**config.mk**
```make
export PLATFORM = sky130hd
export DESIGN_NAME = delay
export DESIGN_NICKNAME = d
export VERILOG_FILES = /design/src/rtl/delay.sv
export SDC_FILE = /design/constraint.sdc
export NUM_CORES = 1
export LEC_CHECK = 0
export BUFFER_PORTS_ARGS = -buffer_cell sky130_fd_sc_hd__buf_2
export CORE_UTILIZATION = 59
export DETAILED_ROUTE_END_ITERATION = 10
export GPL_TIMING_DRIVEN = 0
export PLACE_DENSITY = 0.76
export SLEW_MARGIN = 20
export SYNTH_ARGS = -nofsm -noshare
export SYNTH_HDL_FRONTEND = slang
export SYNTH_SLANG_ARGS = --single-unit
export TNS_END_PERCENT = 30
```
**constraint.sdc**
```tcl
create_clock -name mclk -period 2.1 [get_ports mclk]
set_clock_uncertainty 0.2 [all_clocks]
set_input_delay 0.105 -clock mclk [delete_from_list [all_inputs] [get_ports mclk]]
set_output_delay 0.105 -clock mclk [all_outputs]
set_load 0.02 [all_outputs]
```
**src/rtl/delay.sv**
```systemverilog
`default_nettype none
// +----------------------------------------------------------------------------+
// | Module   : delay                                                           |
// | Brief    : Free-running divider; one-clock strobe on out every             |
// |            DELAY_CYCLES mclk cycles. Optional checks: DELAY_PARAM_CHECK_EN |
// | Revision : 1.0 - initial release                                           |
// +----------------------------------------------------------------------------+
module delay #(
  parameter int unsigned DELAY_CYCLES = 3_125_000
) (
  input  logic rst,
  input  logic mclk,
  output logic out
);

  // Width never drops below one bit so DELAY_CYCLES = 1 still has a counter.
  localparam int unsigned c_cw = (DELAY_CYCLES > 1) ? $clog2(DELAY_CYCLES) : 1;
  localparam logic [c_cw-1:0] c_last = c_cw'(DELAY_CYCLES - 1);

  logic [c_cw-1:0] cnt;

  always_ff @(posedge mclk or posedge rst) begin
    if (rst) begin
      cnt <= '0;
      out <= 1'b0;
    end else if (cnt == c_last) begin
      cnt <= '0;
      out <= 1'b1;
    end else begin
      cnt <= cnt + 1'b1;
      out <= 1'b0;
    end
  end

`ifdef DELAY_PARAM_CHECK_EN
  if (DELAY_CYCLES == 0) begin : g_bad_param
    $fatal(1, "%m: DELAY_CYCLES must be at least 1");
  end

  always @(posedge mclk) begin
    if (!rst) begin
      assert (cnt <= c_last)
        else $error("%m: cnt %0d exceeds terminal count %0d", cnt, c_last);
    end
  end
`endif

endmodule
`default_nettype wire

```
==> impl_metrics.xml <==
<?xml version="1.0" encoding="UTF-8"?>
<metrics>
  <group name="floorplanning">
    <metric name="rows" unit="">15</metric>
    <metric name="fp.dieArea" unit="mm^2">0.002121</metric>
    <metric name="fp.dieW" unit="um">46.05</metric>
    <metric name="initial_cell_density_of_the_core" unit="">0.6489</metric>
    <metric name="die_height" unit="um">46.05</metric>
    <metric name="core-area" unit="mm^2">0.001764</metric>
    <metric name="num_io_pins" unit="">3</metric>
  </group>
  <group name="layout">
    <metric name="layout.cells.non_filler" unit="">145</metric>
    <metric name="post_route_cells_drive_above_1_share" unit="">0.1417</metric>
    <metric name="net_total_in_the_final_layout" unit="">125</metric>
    <metric name="areaGrowthSynthToFinish" unit="%">9.508</metric>
    <metric name="post-route-util" unit="">0.7106</metric>
    <metric name="finish.instance_area" unit="mm^2">0.001254</metric>
    <metric name="antenna_cells" unit="">0</metric>
  </group>
  <group name="clock_network">
    <metric name="clk_transition_reported_paths" unit="ns">0.11</metric>
    <metric name="cts-buffers-inserted" unit="">3</metric>
    <metric name="clkLatencyLatePin" unit="ns">0.31</metric>
    <metric name="cts.path.max_buffers" unit="">2</metric>
    <metric name="cts_root_buf" unit="">sky130_fd_sc_hd__clkbuf_4</metric>
    <metric name="ctsHtreeMaxLevel" unit="">1</metric>
    <metric name="tritoncts_num_sinks" unit="">23</metric>
    <metric name="post_cts_buffers" unit="">0</metric>
    <metric name="cts_tree" unit="">done</metric>
  </group>
  <group name="worst_setup_path">
    <metric name="r2r_cells" unit="">5</metric>
    <metric name="timing.setup.critical_path_class" unit="">reg -&gt; reg</metric>
    <metric name="critPathCaptureType" unit="">flop</metric>
    <metric name="cp-startpoint" unit="">cnt[8]</metric>
    <metric name="reg2reg_from" unit="">cnt[8]</metric>
    <metric name="cp.arrival" unit="ns">2.05</metric>
    <metric name="timing.critical_path.required" unit="ns">2.15</metric>
    <metric name="startpoint_type" unit="">flop</metric>
    <metric name="critPathMaxFanout" unit="">6</metric>
  </group>
  <group name="power_and_ir_drop">
    <metric name="power.share.sequential" unit="">0.681</metric>
    <metric name="netSwitchingFraction" unit="">0.2020</metric>
    <metric name="p_int" unit="uW">518.9</metric>
    <metric name="leakagePower" unit="uW">0.0005338</metric>
    <metric name="vdd_drop_max" unit="V">0.0005343</metric>
    <metric name="pwr-share-comb" unit="">0.016</metric>
    <metric name="power.clock.fraction" unit="">0.303</metric>
    <metric name="cellPowerDensity" unit="mW/mm^2">518.7</metric>
    <metric name="power_switching" unit="uW">131.4</metric>
  </group>
  <group name="yosys">
    <metric name="synth_flop_cell" unit="">sky130_fd_sc_hd__dfrtp_1</metric>
    <metric name="synth_enable_flop_cells" unit="">0</metric>
    <metric name="synthesis.instances" unit="">113</metric>
    <metric name="netlist_top_cells_count" unit="">sky130_fd_sc_hd__dfrtp_1 (23), sky130_fd_sc_hd__nor2_1 (13), sky130_fd_sc_hd__nand3_1 (11)</metric>
    <metric name="syn_avg_cell_area" unit="um^2">10.13</metric>
    <metric name="synth_seq_cells" unit="">23</metric>
    <metric name="synth.yosys.warnings" unit="">0</metric>
    <metric name="yosysMostFrequentCell" unit="">sky130_fd_sc_hd__dfrtp_1</metric>
    <metric name="syn-cell-area" unit="mm^2">0.001145</metric>
    <metric name="synth_area_leader" unit="">sky130_fd_sc_hd__dfrtp_1</metric>
    <metric name="synth-seq-area-share" unit="">0.5027</metric>
    <metric name="ys_top_cells_by_area" unit="">sky130_fd_sc_hd__dfrtp_1 (50%), sky130_fd_sc_hd__xnor2_1 (6.1%), sky130_fd_sc_hd__xor2_1 (5.4%)</metric>
    <metric name="synthesized_nets" unit="">117</metric>
    <metric name="ys_async_sr_fraction" unit="">1.000</metric>
    <metric name="netlist.area_leader.share" unit="">0.5027</metric>
    <metric name="yosys.cell_types.count" unit="">29</metric>
  </group>
  <group name="routing">
    <metric name="number_of_vias_per_cell" unit="">5.724</metric>
    <metric name="drt_pre_antenna_iters" unit="">4</metric>
    <metric name="met1_length" unit="um">975</metric>
    <metric name="total_via_count_in_the_routed_design" unit="">830</metric>
    <metric name="drt-initial-drc-count" unit="">10</metric>
    <metric name="drtAntennaViolNets" unit="">0</metric>
    <metric name="detail_route.wl_per_cell" unit="um">13.55</metric>
    <metric name="wl_met3" unit="um">41</metric>
    <metric name="drc_errors" unit="">0</metric>
    <metric name="routed-wl-met2" unit="um">904</metric>
    <metric name="wire_length_reported_by_the_detailed_router" unit="um">1965</metric>
    <metric name="topRoutingLayerUsed" unit="">met4</metric>
  </group>
  <group name="grt">
    <metric name="grt_pass1_vias" unit="">790</metric>
    <metric name="initial_antenna_violation_count" unit="">0</metric>
    <metric name="grt-ovfl-total" unit="">0</metric>
    <metric name="grt_pass1_wl" unit="um">3332</metric>
    <metric name="grt_max_degree" unit="">24</metric>
    <metric name="gr-usage-all-layers" unit="">0.2234</metric>
  </group>
  <group name="timing">
    <metric name="finalHoldViolations" unit="">0</metric>
    <metric name="slew_viol_final" unit="">0</metric>
    <metric name="relSlewSlack" unit="">0.4436</metric>
    <metric name="timing.final.crit_share" unit="">0.9489</metric>
    <metric name="highest_achievable_clock_rate" unit="GHz">0.5018</metric>
    <metric name="report.final.setup_viol" unit="">0</metric>
    <metric name="period_minus_slack" unit="ns">1.993</metric>
    <metric name="worstMarginPinSlew" unit="ns">0.8337</metric>
  </group>
  <group name="run">
    <metric name="maximum_capacitance_violations" unit="">0</metric>
  </group>
  <group name="place">
    <metric name="dpl-instance-area" unit="mm^2">0.001186</metric>
    <metric name="place.detailed.hpwl" unit="um">1391</metric>
    <metric name="io_buffer_count" unit="">2</metric>
    <metric name="dp_cells" unit="">140</metric>
    <metric name="gp_congestion" unit="">0.8513</metric>
  </group>
  <group name="outcome">
    <metric name="status" unit="">finished, final reports clean</metric>
  </group>
  <group name="worst_hold_path">
    <metric name="worstHoldPathType" unit="">in -&gt; async</metric>
  </group>
</metrics>
## power by group through the flow
| stage | clock network, uW | registers, uW | logic (uW) |
|---|---|---|---|
| 3_5_place_dp | 0 | 451 | 9.56 |
| 5_1_grt | 221 | 443 | 12.7 |
| 4_1_cts | 205 | 443 | 11.0 |
| 2_1_floorplan | 0 | 451 | 6.60 |
| 6_report | 197 | 443 | 10.3 |
| 3_3_place_gp | 0 | 451 | 9.56 |
## layer usage
metal / GRT usage / vias up
met5: 0 / -
met4: 0.1294 / 0
met3: 0.02353 / 5
met2: 0.3437 / 9
met1: 0.3040 / 400
li1: - / 416
## metrics by stage
step / TNS [ns] / hold WS [ns] / total power, uW / worst slack [ns]
after floorplan: 0 / -0.09308 / 457.9 / 0.2352
after global placement: -0.1225 / 0.1100 / 460.8 / -0.01697
after detailed placement: -0.2741 / 0.1103 / 460.8 / -0.03722
after CTS: 0 / 0.3153 / 658.8 / 0.01621
after global routing: -0.01779 / 0.3226 / 676.9 / -0.005488
final: 0 / 0.2887 / 650.3 / 0.1073
## cell families (layout without fill, tap and decap cells)
group	count (synthesis)	after routing	share of synthesized area
and+or+nand+nor	59	59	0.2940
DFF	23	23	0.5027
xor gates and xnor gates	15	15	0.1148
AOI/OAI and AO/OA	7	7	0.03935
buffers and inverters	7	14	0.02732
adders and majority gates	2	2	0.02185
## final timing paths
| kind | end | slack, ns |
|---|---|---|
| hold / removal | cnt[1] | 0.29 |
| setup / recovery | cnt[19] | 0.11 |
| min in group mclk | cnt[0] | 0.31 |
| max in group asynchronous | cnt[0] | 0.85 |
| hold reg to reg | cnt[0] | 0.31 |
| setup reg to reg | cnt[19] | 0.11 |
## final cells by class
| class | count | area, um^2 |
|---|---|---|
| plain buffers | 4 | 22.52 |
| clock buffers | 4 | 26.28 |
| fillers | 139 | 510.5 |
| inverters | 3 | 11.26 |
| multi-input cells | 83 | 565.5 |
| flip-flops and latches | 23 | 576.8 |
| well taps | 25 | 31.28 |
| repair buffers | 3 | 20.02 |
## registers in the layout (all words and copies together) (netlist names)
signal  cells
cnt        22
out         1
## critical path, cell delays in order, from the launching register on
cell                       delay [ns]
sky130_fd_sc_hd__dfrtp_1         0.47
sky130_fd_sc_hd__nand4_2         0.16
sky130_fd_sc_hd__or4_1           0.53
sky130_fd_sc_hd__clkbuf_2        0.16
sky130_fd_sc_hd__or3_1           0.32
sky130_fd_sc_hd__nand3_1         0.09
## cells in the final DEF (no fill, tap or decap), types with 3 or more instances in the layout
cell,instances
sky130_fd_sc_hd__inv_1,3
sky130_fd_sc_hd__clkbuf_4,4
sky130_fd_sc_hd__xor2_1,7
sky130_fd_sc_hd__nor2_1,12
sky130_fd_sc_hd__buf_2,3
sky130_fd_sc_hd__nand4_1,6
sky130_fd_sc_hd__dfrtp_1,22
sky130_fd_sc_hd__or3_1,3
sky130_fd_sc_hd__xnor2_1,8
sky130_fd_sc_hd__nand3_1,10
sky130_fd_sc_hd__nand2_1,7
## what timing repair did
| action | 4_1_cts | 5_1_grt |
|---|---|---|
| setup endpoints to repair | 9 | 12 |
| pin swaps | 0 | 1 |
| hold endpoints to repair | 23 | 0 |
| hold buffers | 1 | 0 |
| gates resized for setup | 1 | 7 |
No activity file was read; power rests on OpenSTA's default activity.
